$ cat src/rtl/bram_stream_reader.sv
// bram_stream_reader
// Reads a block of consecutive 32-bit words from BRAM port B and presents
// them as a valid/ready stream with a last flag and a running sum.
// The reader only reads; the write stage owns port A.
//
// Ports:
//   clk, reset          system clock; asynchronous active-low reset
//   start               one-cycle job request, sampled only when idle
//   base_addr, word_cnt job byte address and word count, sampled with start
//   busy, done          job in progress / one-cycle completion pulse
//   addrb, clkb, rstb, enb, web, dinb, doutb   BRAM port B
//   m_data, m_valid, m_ready, m_last           output stream
//   sum                 mod-2^32 sum of words transferred in the current job
module bram_stream_reader #(
  parameter int RD_LAT     = 1,
  parameter int FIFO_DEPTH = 4,
  parameter int ADDR_STEP  = 4
) (
  input  logic        clk,
  input  logic        reset,
  input  logic        start,
  input  logic [31:0] base_addr,
  input  logic [15:0] word_cnt,
  output logic        busy,
  output logic        done,
  output logic [31:0] addrb,
  output logic        clkb,
  output logic        rstb,
  output logic        enb,
  output logic [3:0]  web,
  output logic [31:0] dinb,
  input  logic [31:0] doutb,
  output logic [31:0] m_data,
  output logic        m_valid,
  input  logic        m_ready,
  output logic        m_last,
  output logic [31:0] sum
);

  localparam int PW = $clog2(FIFO_DEPTH);
  localparam int CW = $clog2(FIFO_DEPTH + 1);

  typedef enum logic [1:0] {IDLE, ISSUE, DRAIN, FIN} state_t;

  state_t state;

  logic [15:0]       cnt_reg;
  logic [15:0]       issued;
  logic [15:0]       xfer;
  logic [CW-1:0]     occ;
  logic [CW-1:0]     occ_next;
  logic              can_issue;
  logic [RD_LAT-1:0] vpipe;
  logic              wr;
  logic              pop;

  logic [31:0]       fifo_mem [0:FIFO_DEPTH-1];
  logic [PW-1:0]     wr_ptr;
  logic [PW-1:0]     rd_ptr;
  logic [CW-1:0]     fifo_count;

  // Port B is read-only.
  assign clkb = clk;
  assign rstb = 1'b0;
  assign web  = 4'b0000;
  assign dinb = 32'd0;

  // Stream side: head of the FIFO; the head's word index equals the number
  // of words already transferred, which marks the last word.
  assign m_valid = (fifo_count != '0);
  assign m_data  = fifo_mem[rd_ptr];
  assign pop     = m_valid & m_ready;
  assign m_last  = m_valid && (xfer == cnt_reg - 16'd1);

  // A read that comes out of the end of the latency pipe lands in the FIFO.
  assign wr = vpipe[RD_LAT-1];

  // occ = FIFO entries + reads in flight. enb is registered, so the decision
  // to issue in the next cycle uses next cycle's occupancy.
  assign occ_next  = occ + CW'(enb) - CW'(pop);
  assign can_issue = (occ_next < CW'(FIFO_DEPTH));

  generate
    if (RD_LAT == 1) begin : g_lat1
      always_ff @(posedge clk or negedge reset) begin
        if (!reset) vpipe <= '0;
        else        vpipe <= enb;
      end
    end else begin : g_latn
      always_ff @(posedge clk or negedge reset) begin
        if (!reset) vpipe <= '0;
        else        vpipe <= {vpipe[RD_LAT-2:0], enb};
      end
    end
  endgenerate

  // FIFO storage; contents need no reset since pointers are cleared.
  always_ff @(posedge clk) begin
    if (wr) fifo_mem[wr_ptr] <= doutb;
  end

  always_ff @(posedge clk or negedge reset) begin
    if (!reset) begin
      wr_ptr     <= '0;
      rd_ptr     <= '0;
      fifo_count <= '0;
    end else begin
      if (wr)  wr_ptr <= wr_ptr + 1'b1;
      if (pop) rd_ptr <= rd_ptr + 1'b1;
      fifo_count <= fifo_count + CW'(wr) - CW'(pop);
    end
  end

  // Control FSM with registered outputs.
  always_ff @(posedge clk or negedge reset) begin
    if (!reset) begin
      state   <= IDLE;
      busy    <= 1'b0;
      done    <= 1'b0;
      enb     <= 1'b0;
      addrb   <= 32'd0;
      sum     <= 32'd0;
      cnt_reg <= 16'd0;
      issued  <= 16'd0;
      xfer    <= 16'd0;
      occ     <= '0;
    end else begin
      done <= 1'b0;
      enb  <= 1'b0;
      occ  <= occ_next;

      if (pop) begin
        sum  <= sum + m_data;
        xfer <= xfer + 16'd1;
      end

      case (state)
        IDLE: begin
          if (start) begin
            sum  <= 32'd0;
            xfer <= 16'd0;
            if (word_cnt != 16'd0) begin
              // The FIFO is empty between jobs, so the first read can
              // always issue in the cycle right after start.
              cnt_reg <= word_cnt;
              enb     <= 1'b1;
              addrb   <= base_addr;
              issued  <= 16'd1;
              busy    <= 1'b1;
              state   <= ISSUE;
            end else begin
              cnt_reg <= 16'd0;
              issued  <= 16'd0;
              done    <= 1'b1;
              state   <= FIN;
            end
          end
        end

        ISSUE: begin
          // issued already counts a read whose enb is high this cycle.
          if (issued == cnt_reg) begin
            state <= DRAIN;
          end else if (can_issue) begin
            enb    <= 1'b1;
            addrb  <= addrb + 32'(ADDR_STEP);
            issued <= issued + 16'd1;
          end
        end

        DRAIN: begin
          // Finish as the last word leaves so done lands on the next cycle.
          if (pop && (xfer == cnt_reg - 16'd1)) begin
            busy  <= 1'b0;
            done  <= 1'b1;
            state <= FIN;
          end
        end

        FIN: begin
          busy  <= 1'b0;
          state <= IDLE;
        end

        default: state <= IDLE;
      endcase
    end
  end

  // The credit scheme must make a write into a full FIFO impossible.
  assert property (@(posedge clk) disable iff (!reset)
                   (wr && !pop) |-> (fifo_count != CW'(FIFO_DEPTH)));

endmodule
$ cat config.mk
export PLATFORM = sky130hd
export DESIGN_NAME = bram_stream_reader
export DESIGN_NICKNAME = d
export VERILOG_FILES = /design/src/rtl/bram_stream_reader.sv
export SDC_FILE = /design/constraint.sdc
export NUM_CORES = 1
export LEC_CHECK = 0
export ABC_AREA = 0
export BUFFER_PORTS_ARGS = -buffer_cell sky130_fd_sc_hd__buf_2
export CAP_MARGIN = 40
export CORE_UTILIZATION = 35
export CTS_CLUSTER_DIAMETER = 150
export DETAILED_ROUTE_END_ITERATION = 8
export PLACE_DENSITY_LB_ADDON = 0.05
export SLEW_MARGIN = 0
export SYNTH_ARGS = -nofsm -noshare
export SYNTH_HDL_FRONTEND = slang
export SYNTH_SLANG_ARGS = --single-unit
$ cat constraint.sdc
create_clock -name clk -period 5.6 [get_ports clk]
set_input_delay 0.28 -clock clk [delete_from_list [all_inputs] [get_ports clk]]
set_output_delay 0.28 -clock clk [all_outputs]
set_load 0.03 [all_outputs]
# [Yosys cells after proc, flatten, opt, wreduce, memory -nomap -nowiden]
# Memory sizes are Yosys's and may differ from the RTL's.
# Index checks and enable logic that the tools add are counted.
[word_totals] reg_bits=128 ram_bits=128 in_bits=84 output_inout_bits=139 elab_cells=88 n_memories=1
[mem_list] name="fifo_mem" depth=4 width=32 read_ports=1 rd_clocked_by_memory_dff=0 write_ports=1 line_no="57" text="logic [31:0] fifo_mem [0:FIFO_DEPTH-1];"
[op_classes] add_sub_neg=11 n_lt_le_gt_ge=1 n_eq_ne=11 muxes=37 bitwise=1 n_reduce_logical=12
[op_table] operator="$mux W32" count=7
[op_table] operator="$mux W16" count=7
[op_table] operator="$pmux W32 S2" count=1
[op_table] operator="$add A16 B1 Y16 const B" count=2
[op_table] operator="$add A32 B3 Y32 const B" count=1
[op_table] operator="$add A32 B32 Y32" count=1
[op_table] operator="$eq A16 B16 Y1" count=2
[op_table] operator="$pmux W16 S2" count=1
[op_table] operator="$reduce_bool A16 Y1" count=1
[op_table] operator="$sub A16 B1 Y16 const B" count=1
[op_table] operator="$mux W1" count=13
[op_table] operator="$ne A2 B2 Y1 const B" count=6
[op_table] operator="$mux W2" count=4
[op_table] operator="$pmux W2 S4" count=1
[op_table] operator="$reduce_and A4 Y1" count=2
[op_table] operator="$add A3 B1 Y3" count=2
[op_table] operator="$reduce_bool A3 Y1" count=2
[op_table] operator="$sub A3 B1 Y3" count=2
[op_table] operator="$reduce_and A5 Y1" count=1
[op_table] operator="$add A2 B1 Y2 const B" count=2
[op_table] operator="$eq A2 B2 Y1 const B" count=2
[op_table] operator="$pmux W1 S2" count=2
[op_table] operator="$lt A3 B3 Y1 const B" count=1
[op_table] operator="$pmux W1 S3" count=1
[op_table] operator="7 further kinds" count=8

# [Logic depth before layout (Yosys ltp)]
[depth] word_depth=7 mapped_depth=20

==> flow_metrics.py <==
metrics = {
    "floorplanning": {
        "rows": 70,
        "die_y_um": 196,
        "io-pin-count": 223,
        "start_util": 0.358,
        "fp.coreArea_mm2": 0.0369,
        "die_w_um": 196,
        "dieArea_mm2": 0.0385,
    },
    "finish": {
        "largest_register_ffs": 128,
        "diodes": 0,
        "postLayoutCoreUtil": 0.449,
        "seq_area_mm2": 0.00705,
        "multi_input_area_mm2": 0.00572,
        "fin_cells": 1987,
        "regMostFlops": "fifo_mem",
        "layout-drive-gt1-share": 0.202,
        "largest_registers": "fifo_mem (128), addrb (32), sum (32)",
        "n_fill_cell": 3523,
        "fin_nets": 1596,
        "syn2layout_area_growth_pct": 25.2,
    },
    "setup_path": {
        "cp_data_arrival_time_ns": 4.86,
        "critPathTopFamily": "compound AO/OA/AOI/OAI gates",
        "critPathSlowestCell": "a2111oi_0",
        "setup.worst_path.end_class": "register",
        "start_kind": "register",
        "crit_path_cell_trace": "buf_4 > mux4_2 > ha_1 > a21oi_1 > o21ai_0 > a22oi_1 > a2111oi_0 > nor2_1 > a31oi_1 > mux2i_1 > xnor2_1 > nor2_1",
        "crit_top_cell": "nor2_1",
        "critPathMaxFanout": 22,
        "crit_required_ns": 6.16,
        "slowest_delay_ns": 0.71,
        "path_buf_inv": 1,
        "path_class": "reg2reg",
    },
    "drt": {
        "drtAntennaViolNets": 0,
        "drt_pre_antenna_iters": 4,
        "drt_iter0_drc": 486,
        "wirelength_um": 35700,
        "num_vias": 9762,
        "wire_per_inst_um": 18.0,
        "via_per_inst": 4.91,
        "remaining_drc_errors": 0,
    },
    "worst_hold_path": {
        "hold_path_class": "in2reg",
    },
    "global_routing": {
        "grt_util_met1": 0.251,
        "grt_max_degree": 84,
        "grt_pass1_vias": 9946,
        "grt_antenna_before_repair": 0,
        "overflow": 0,
        "met2_usage": 0.310,
        "grt.met3_usage": 0.0371,
        "grt_busiest_layer": "met2",
        "track_usage": 0.187,
        "grt_pass1_wl_um": 56200,
    },
    "placed_design": {
        "dp_cells": 1845,
        "port_buffers": 185,
        "hpwl_um": 24000,
        "place_congestion": 0.816,
    },
    "flow_run": {
        "max_cap_viol_count": 0,
    },
    "power": {
        "power_leakage_nw": 6.98,
        "ir_drop_v": 0.000297,
        "power.density_mw_per_mm2": 658,
    },
    "yosys": {
        "synthCells": 1189,
        "seq_area_frac_synth": 0.533,
        "synth_seq_cells": 256,
        "yosysUniqueCellTypes": 64,
        "synth-edff-count": 128,
        "synth_flop_cell": "edfxtp_1",
        "ys_async_sr_fraction": 0.500,
        "postSynthAreaPerCell_um2": 11.1,
        "netlist_area_mm2": 0.0132,
        "yosys_warnings": 0,
    },
    "timing": {
        "maxSlewHeadroom": 0.424,
        "fmax_mhz": 232,
        "final-hold-violation-count": 0,
        "worstMarginPinSlew_ns": 0.861,
        "tns_ns": 0,
        "rsz0062_at_grt": "false",
        "fin_crit_sh": 0.769,
        "fin_worst_skew_ns": 0.0259,
        "maxSlewViolCount": 0,
        "fin_crit_ns": 4.31,
        "setup_viol": 0,
    },
    "clock_tree": {
        "clk_latency_ns": 0.70,
        "cts-resized-gates": 0,
        "cts_setup_buffers": 0,
        "clkTransAtPathRegs_ns": 0.06,
        "cts_tree": "yes",
    },
    "status": {
        "status": "complete, no violations",
    },
}
==> kinds of logic (layout without fill, tap and decap cells) <==
group,after synthesis,after routing,synth area share
AO/OA/AOI/OAI,244,244,0.107
adder cells (fa/ha/maj),52,52,0.0510
flip-flops,256,256,0.533
XOR/XNOR,92,92,0.0610
buffers and inverters,117,375,0.0449
multiplexers,43,43,0.0632
other,1,37,0.000284
AND/OR/NAND/NOR,384,384,0.140
==> layout make-up <==
class,count,area share
clock buffer,48,0.0577
timing repair buffer,284,0.116
multi-input combinational,852,0.346
clock inverter,12,0.00923
sequential,256,0.426
tap,504,0.0381
inverter,31,0.00703
==> routing by layer <==
| metal | wire length [um] | up-vias |
|---|---|---|
| met3 | 1540 | 42 |
| met5 | 0 | - |
| li1 | - | 4794 |
| met4 | 589 | 0 |
| met2 | 17100 | 190 |
| met1 | 16400 | 4736 |
==> through the flow <==
step | cell area, um2 | hold slack [ns] | worst slack, ns | total power [mW]
floorplan | 13300 | -0.0156 | 1.19 | 7.20
global placement | 14500 | 0.417 | 1.16 | 8.72
detailed placement | 14600 | 0.0734 | 1.26 | 8.78
CTS | 16500 | 0.000595 | 1.24 | 11.0
global route | 16500 | 0.0609 | 0.830 | 11.7
finish | 16500 | 0.0409 | 1.29 | 10.9
==> worst register-to-register path, delay by kind of cell, from the launching register on <==
family	cells	cell delay [ns]
compound gates	5	1.49
mux	2	0.85
flops	1	0.64
buf+inv	1	0.50
fa+ha+maj	1	0.41
simple gates	2	0.13
xor+xnor	1	0.13
==> cells in the mapped netlist (8+ instances only) <==
library cell  number  share of area
inv_1             31         0.0088
nand2_1          145          0.041
buf_4             38          0.022
nand2b_1           9         0.0043
ha_1              49          0.046
a21oi_1           97          0.037
nor2_1            72          0.020
and3_1            25          0.012
dfrtp_1          128           0.24
edfxtp_1         128           0.29
o21ai_0           66          0.025
nor3_1            16         0.0061
nand3_1           56          0.021
mux4_2            32          0.055
o22ai_1           29          0.014
clkbuf_1          41          0.012
nor4_1            12         0.0057
nand4_1           15         0.0071
xor2_1            47          0.031
mux2i_1            8         0.0061
xnor2_1           45          0.030
==> worst paths after layout <==
check                          start         end  slack, ns  cells after the start
max in group asynchronous      reset   rd_ptr[0]       4.87                      3
hold reg to reg                  enb       vpipe       0.44                      0
setup reg to reg           rd_ptr[0]     sum[31]       1.29                     12
setup / recovery           rd_ptr[0]     sum[31]       1.29                     12
min in group asynchronous      reset  cnt_reg[9]       0.18                      3
hold / removal                 start        busy       0.04                      5
==> cell usage in the layout, fill, tap and decap left out, types with 47 or more instances in the layout <==
cell,n
nor2_1,72
ha_1,49
edfxtp_1,128
nand3_1,56
dlygate4sd3_1,83
xor2_1,47
a21oi_1,96
nand2_1,145
o21ai_0,66
buf_2,184
dfrtp_1,127
==> what timing repair did <==
action / CTS / global route
hold endpoints to repair: 305 / 0
hold buffers: 83 / 0
setup endpoints to repair: 0 / 0
==> power breakdown <==
part / switching, mW / internal (mW) / leakage, nW / total (mW)
clock network: 0.837 / 1.32 / 0.540 / 2.15
registers: 0.564 / 2.57 / 2.77 / 3.13
logic: 3.50 / 2.09 / 3.67 / 5.59
No activity file was read; power rests on OpenSTA's default activity.
